**src/rtl/scan_display_driver.sv**
```systemverilog
// Six-digit multiplexed seven-segment driver for packed-BCD HH:MM:SS with
// ghost blanking, hour leading-zero suppression, adjust blink and colon DPs.
// Optional build macro: DISP_COLON_BLINK_EN (colons flash with the 1 Hz input).
module scan_display_driver #(
  parameter int CLK_HZ         = 50000000,
  parameter int SCAN_HZ        = 1000,
  parameter int BLANK_CYC      = 16,
  parameter int SEG_ACTIVE_LOW = 1,
  parameter int DIG_ACTIVE_LOW = 1
) (
  input  logic       CP,
  input  logic       nCR,
  input  logic [7:0] Hour,
  input  logic [7:0] Minute,
  input  logic [7:0] Second,
  input  logic       AdjHrKey,
  input  logic       AdjMinKey,
  input  logic       _1Hz,
  output logic [6:0] Seg,
  output logic       DP,
  output logic [5:0] Dig
);

  localparam int DIV   = CLK_HZ / SCAN_HZ;
  localparam int CNT_W = (DIV > 1) ? $clog2(DIV) : 1;
  localparam logic [CNT_W-1:0] CNT_MAX   = CNT_W'(DIV - 1);
  localparam logic [CNT_W-1:0] BLANK_END = CNT_W'(BLANK_CYC);
  localparam logic [6:0] SEG_INV = (SEG_ACTIVE_LOW != 0) ? 7'h7F : 7'h00;
  localparam logic       DP_INV  = (SEG_ACTIVE_LOW != 0);
  localparam logic [5:0] DIG_INV = (DIG_ACTIVE_LOW != 0) ? 6'h3F : 6'h00;

  if (DIV < BLANK_CYC + 2) begin : g_bad_div
    $error("scan_display_driver: CLK_HZ/SCAN_HZ must be at least BLANK_CYC+2");
  end

  logic [CNT_W-1:0] cnt;
  logic [2:0]       idx;
  logic [7:0]       sh_hr, sh_min, sh_sec;
  logic             sync1, blk;
  logic             tick;

  assign tick = (cnt == CNT_MAX);

  always_ff @(posedge CP or negedge nCR) begin
    if (!nCR) begin
      cnt    <= '0;
      idx    <= 3'd0;
      sh_hr  <= 8'h00;
      sh_min <= 8'h00;
      sh_sec <= 8'h00;
    end else begin
      cnt <= tick ? '0 : cnt + 1'b1;
      if (tick) begin
        idx <= (idx == 3'd5) ? 3'd0 : idx + 3'd1;
        // Shadow only at the frame boundary so a frame never mixes two times.
        if (idx == 3'd5) begin
          sh_hr  <= Hour;
          sh_min <= Minute;
          sh_sec <= Second;
        end
      end
    end
  end

  always_ff @(posedge CP or negedge nCR) begin
    if (!nCR) begin
      sync1 <= 1'b0;
      blk   <= 1'b0;
    end else begin
      sync1 <= _1Hz;
      blk   <= sync1;
    end
  end

  function automatic logic [6:0] decode(input logic [3:0] n);
    case (n)
      4'd0:    decode = 7'h3F;
      4'd1:    decode = 7'h06;
      4'd2:    decode = 7'h5B;
      4'd3:    decode = 7'h4F;
      4'd4:    decode = 7'h66;
      4'd5:    decode = 7'h6D;
      4'd6:    decode = 7'h7D;
      4'd7:    decode = 7'h07;
      4'd8:    decode = 7'h7F;
      4'd9:    decode = 7'h6F;
      default: decode = 7'h40;
    endcase
  endfunction

  logic [3:0] nib;
  logic [6:0] seg_act;
  logic       dp_act;
  logic [5:0] dig_act;
  logic       seg_kill;

  always_comb begin
    nib = 4'h0;
    case (idx)
      3'd0:    nib = sh_sec[3:0];
      3'd1:    nib = sh_sec[7:4];
      3'd2:    nib = sh_min[3:0];
      3'd3:    nib = sh_min[7:4];
      3'd4:    nib = sh_hr[3:0];
      3'd5:    nib = sh_hr[7:4];
      default: nib = 4'h0;
    endcase

    seg_kill = 1'b0;
    if (idx == 3'd5 && sh_hr[7:4] == 4'h0) seg_kill = 1'b1;
    if (AdjMinKey && !blk && (idx == 3'd2 || idx == 3'd3)) seg_kill = 1'b1;
    if (AdjHrKey && !blk && (idx == 3'd4 || idx == 3'd5)) seg_kill = 1'b1;

    seg_act = seg_kill ? 7'h00 : decode(nib);
    dig_act = 6'b000001 << idx;
`ifdef DISP_COLON_BLINK_EN
    dp_act  = (idx == 3'd2 || idx == 3'd4) && blk;
`else
    dp_act  = (idx == 3'd2 || idx == 3'd4);
`endif

    // Ghost blanking: everything dark at the start of each slot.
    if (cnt < BLANK_END) begin
      seg_act = 7'h00;
      dig_act = 6'h00;
      dp_act  = 1'b0;
    end
  end

  always_ff @(posedge CP or negedge nCR) begin
    if (!nCR) begin
      Seg <= SEG_INV;
      DP  <= DP_INV;
      Dig <= DIG_INV;
    end else begin
      Seg <= seg_act ^ SEG_INV;
      DP  <= dp_act ^ DP_INV;
      Dig <= dig_act ^ DIG_INV;
    end
  end

endmodule

```
**config.mk**
```make
export PLATFORM = sky130hd
export DESIGN_NAME = scan_display_driver
export DESIGN_NICKNAME = d
export VERILOG_FILES = /design/src/rtl/scan_display_driver.sv
export SDC_FILE = /design/constraint.sdc
export NUM_CORES = 1
export LEC_CHECK = 0
export ABC_AREA = 1
export CELL_PAD_IN_SITES_DETAIL_PLACEMENT = 0
export CELL_PAD_IN_SITES_GLOBAL_PLACEMENT = 1
export CORE_ASPECT_RATIO = 1.2
export CORE_UTILIZATION = 43
export DETAILED_ROUTE_END_ITERATION = 12
export PLACE_DENSITY_LB_ADDON = 0.1
export SLEW_MARGIN = 20
export SYNTH_ARGS = -nofsm -noshare
export SYNTH_HDL_FRONTEND = slang
export SYNTH_SLANG_ARGS = --single-unit
```
**constraint.sdc**
```tcl
create_clock -name CP -period 4.1 [get_ports CP]
set_input_delay 0.615 -clock CP [delete_from_list [all_inputs] [get_ports CP]]
set_output_delay 0.615 -clock CP [all_outputs]
set_load 0.01 [all_outputs]
```
# Word level (Yosys, flattened, before mapping)
# Memories as Yosys holds them, arrays and structs flattened.
# Index checks and enable logic that the tools add are counted.
# W data, S select, Z words.
dict set report op_classes {
  add_sub_neg 2
  order_cmp 1
  mux 10
  n_bitwise 3
  n_reduce_logical 12
  shifts 1
  n_eq_ne 6
}
# op count
set op_table {}
lappend op_table {{$pmux W4 S6} 1}
lappend op_table {{$add A16 B1 Y16 const B} 1}
lappend op_table {{$eq A16 B16 Y1 const B} 1}
lappend op_table {{$lt A16 B5 Y1 const B} 1}
lappend op_table {{$mux W16} 1}
lappend op_table {{$mux W7} 2}
lappend op_table {{$not A7 Y7} 1}
lappend op_table {{$eq A3 B2 Y1 const B} 2}
lappend op_table {{$eq A3 B3 Y1 const B} 2}
lappend op_table {{$mux W6} 1}
lappend op_table {{$not A6 Y6} 1}
lappend op_table {{$shl A1 B3 Y6 const A} 1}
lappend op_table {{$logic_and A1 B1 Y1} 5}
lappend op_table {{$logic_not A4 Y1} 1}
lappend op_table {{$mux W1} 4}
lappend op_table {{$add A3 B1 Y3 const B} 1}
lappend op_table {{$eq A3 B1 Y1 const B} 1}
lappend op_table {{$logic_not A3 Y1} 1}
lappend op_table {{$logic_or A1 B1 Y1} 3}
lappend op_table {{$mux W3} 1}
lappend op_table {{$reduce_and A2 Y1} 1}
lappend op_table {{$logic_not A1 Y1} 1}
lappend op_table {{$not A1 Y1} 1}
dict set report totals {
  inputBits 29
  out_inout_bits 14
  mem_bits_ro 112
  register_bits 59
  n_memories 1
}
# name words width rd rd_ports_with_merged_regs write_ports line
set mem_list {}
lappend mem_list {{(no name shown)} 16 7 1 0 0 76} ;# case (n)

# Logic depth before layout (Yosys ltp)
dict set report depth {
  depth_word 8
  depth_mapped 16
  ltp_nobuf 14
}

# Least setup slack after synthesis
# No wires, ideal clock.
dict set report synth_timing {
  path_type {reg-to-reg}
  start {register idx[0]}
  end {register Seg[3]}
  synth_period_minus_slack_ps 1889
  path_stages_with_launch 13
  t_arrival_ps 1825
  slack_ps 2211
  required_time_ps 4036
  path_cell_list {dfrtp_1 -> buf_6 -> buf_2 -> nand2_1 -> inv_1 -> ha_1 -> nand2_1 -> nand2_1 -> nor3_2 -> ha_1 -> nand2_1 -> nand3_1 -> nand3_1}
}
dict set report synth_between {
  elab_chain_len 8
  word_cells_on_any_way 19
  cone_classes {eq/ne: 5; mux: 6; bitwise: 1; reduce/logical: 6; memory: 1}
}
# item line
set synth_rtl {}
lappend synth_rtl {{start: declaration} 37} ;# logic [2:0] idx;
lappend synth_rtl {{start signal: assignment} 54} ;# idx <= (idx == 3'd5) ? 3'd0 : idx + 3'd1;
lappend synth_rtl {{branches (longest 5 deep; another with $mem_v2 Z16 W7)} --}
lappend synth_rtl {{$mux W7 *} 114} ;# seg_act = seg_kill ? 7'h00 : decode(nib);
lappend synth_rtl {{$mux W7 *} 123} ;# if (cnt < BLANK_END) begin
lappend synth_rtl {{$not A7 Y7 (no source line) *} --}
lappend synth_rtl {{end signal: assignment} 136} ;# Seg <= seg_act ^ SEG_INV;
lappend synth_rtl {{end: declaration} 19} ;# output logic [6:0] Seg,
# Every way passes the cells marked *.
# A chain may end at the register's enable or synchronous reset.

# Final worst setup path
dict set report layout_timing {
  start {register idx[2]}
  end {register Seg[3]}
}
# The elaborated chain is that of the path after synthesis.

==> qor.csv <==
stage,metric,value,unit
status,outcome,finished clean,
clock_network,hold_buffers,0,
grt,grt_max_degree,60,
placed_design,port_buffers,42,
grt,grt_use_total,0.207,
clock_network,cts_tree,yes,
power,ir_drop,0.163,mV
timing,fin_crit,2.28,ns
timing,slew_headroom,0.514,
critical_path,cp_data_arrival_time,2.55,ns
timing,holdWs,0.357,ns
grt,grt_pass1_wl,11500,um
clock_network,cts_root_buffer,clkbuf_8,
power,power_density,323,nW/um2
yosys,ys_types,28,
critical_path,critical_path.max_fanout,29,
critical_path,crit_path_start,idx[2]$_DFFE_PN0N_,
critical_path,reg2reg_depth,12,
clock_network,cts.htree.levels,3,
yosys,synth_seq_area_share,0.495,
die,fp.dieW,78.5,um
timing,rsz0062_at_grt,false,
timing,worstMarginPinSlew,0.729,ns
clock_network,postCtsSetupRepairBufs,0,
final_layout,seq_area,1490,um2
clock_network,clockBufferDepth,2,
detailed_routing,via_count,2474,
timing,setup_viol,0,
placed_design,dpl.hpwl,4730,um
final_layout,syn_to_final_growth,22.0,%
final_layout,fillers,690,
detailed_routing,wl_per_cell,12.6,um
die,initial_core_util,0.443,
die,ios,43,
timing,fin_skew,0.00834,ns
final_layout,layout-drive-gt1-share,0.105,
die,placementRows,33,
grt,antenna_found_initial,0,
power,leakagePower,1.77,nW
placed_design,post-place-cells,498,
critical_path,r2r_end,Seg[3]$_DFF_PN1_,
yosys,synth_seq_cells,59,
yosys,syn-num-nets,415,
critical_path,critPathKind,register to register,
timing,maxSlewViolCount,0,
timing,timing.final.crit_share,0.557,
yosys,netlist.area_leader.share,0.373,
placed_design,gp_congestion,0.881,
detailed_routing,drc,0,
clock_network,clkLatencyLatePin,0.33,ns
timing,fmax,438,MHz
critical_path,r2r_start,idx[2]$_DFFE_PN0N_,
die,core_area,6810,um2
final_layout,finalNonFillerCells,514,
critical_path,start_kind,register,
final_layout,n_antenna_cell,0,
yosys,synthCells,378,
yosys,syn_area,3020,um2
min_path,whs_path_depth,0,
final_layout,multiInputGateArea,1290,um2
clock_network,clkTransAtPathRegs,0.07,ns
die,die_y,93.8,um
clock_network,numCtsBuffers,9,
min_path,holdCritPathClass,register to register,
clock_network,cts-resized-gates,0,
critical_path,crit_end,Seg[3]$_DFF_PN1_,
yosys,yosysWarnings,0,
detailed_routing,firstDrtPassIters,4,
yosys,yosysTopAreaCell,dfrtp_1,
die,dieArea,7360,um2
detailed_routing,ant_nets,0,
final_layout,fin_nets,459,
detailed_routing,drtIter0Drc,102,
clock_network,cts.sink_count,59,
detailed_routing,avgViaCountPerCell,4.81,
grt,overflow,0,
yosys,avgSynthCellArea,7.99,um2
final_layout,final_area,3680,um2
timing,hold_violations,0,
placed_design,placed_area,3470,um2
grt,grt_pass1_vias,2387,
critical_path,critPathCaptureType,register,
final_layout,layout_commonest_cell,nand2_1,
run,drv_cap,0,
critical_path,r2r_slack,1.82,ns
final_layout,layout_common_cells,"nand2_1 (126), nand3_1 (55), dfrtp_1 (45)",
timing,finalSetupTns,0,ns
final_layout,utilization,0.541,
yosys,synth_area_leaders,"dfrtp_1 (37%), nand2_1 (16%), dfstp_2 (12%)",
critical_path,cp.required,4.37,ns
detailed_routing,wirelength,6480,um
[flip-flops by register name, indices dropped and copies added, names as in the netlist]
signal / cells
idx: 3
cnt: 16
sh_min: 8
Seg: 7
sh_hr: 8
DP: 1
sync1: 1
Dig: 6
sh_sec: 8
blk: 1
[final cells by class]
cell class                 count  share of cell area
tap                           87              0.0296
clock inverter                 5              0.0211
sequential                    59               0.406
multi-input combinational    267               0.350
inverter                      41              0.0418
timing repair buffer          44               0.117
clock buffer                  11              0.0357
[cell usage after synthesis (all sizes together)]
cell type    n
ha           8
o21ai        7
buf         10
nand3       56
nand4        6
nor3b        1
clkbuf       1
o21a         1
dfrtp       45
nor3        10
a21oi        5
nor4         2
nor2        35
xor2         5
nand3b       1
nand2      130
dfstp       14
inv         41
[stage by stage]
stage	worst slack (ns)	power [mW]
2_1_floorplan	2.21	0.595
3_3_place_gp	1.87	0.634
3_5_place_dp	1.83	0.634
4_1_cts	1.81	1.21
5_1_grt	1.55	1.24
6_report	1.82	1.19
[per-layer routing]
metal | part of all wire | wire [um] | GRT usage | up-vias
li1 | - | - | - | 1284
met1 | 0.45 | 2930 | 0.260 | 1132
met2 | 0.49 | 3180 | 0.338 | 48
met3 | 0.037 | 240 | 0.0534 | 10
met4 | 0.019 | 124 | 0.0864 | 0
met5 | 0 | 0 | 0 | -
[worst max-delay path: stages (launching register included)]
cell and delay (ns):
dfrtp_1 0.58, inv_1 0.18, nor2_2 0.11, buf_4 0.31, nand3_1 0.11, nand2_1 0.09, nor2_1 0.04, nand2_1 0.15
inv_1 0.11, ha_1 0.30, nand2_1 0.09, nand3_1 0.07, nand3_1 0.08
[how the worst min path moves through the flow]
stage,from,slack [ns],endpoint
6_report,sync1$_DFF_PN0_,0.36,blk$_DFF_PN0_
5_1_grt,sync1$_DFF_PN0_,0.37,blk$_DFF_PN0_
4_1_cts,sync1$_DFF_PN0_,0.37,blk$_DFF_PN0_
3_5_place_dp,sync1$_DFF_PN0_,0.35,blk$_DFF_PN0_
3_3_place_gp,sync1$_DFF_PN0_,0.33,blk$_DFF_PN0_
2_1_floorplan,nCR,0.32,blk$_DFF_PN0_
[report_power, final]
group,switching [mW],leakage [nW],internal (mW)
sequential,0.000380,0.631,0.584
clock,0.226,0.103,0.340
combinational,0.0145,1.03,0.0236
total,0.241,1.77,0.948
[cell families (layout without fill, tap and decap cells)]
logic type	count (synthesis)	after routing	share of synthesized area
buffers and inverters	52	101	0.0796
xor gates and xnor gates	5	5	0.0145
adders and majority gates	8	8	0.0332
and+or+nand+nor	241	241	0.356
AOI/OAI and AO/OA	13	13	0.0224
DFF	59	59	0.495
No activity file was read; power rests on OpenSTA's default activity.
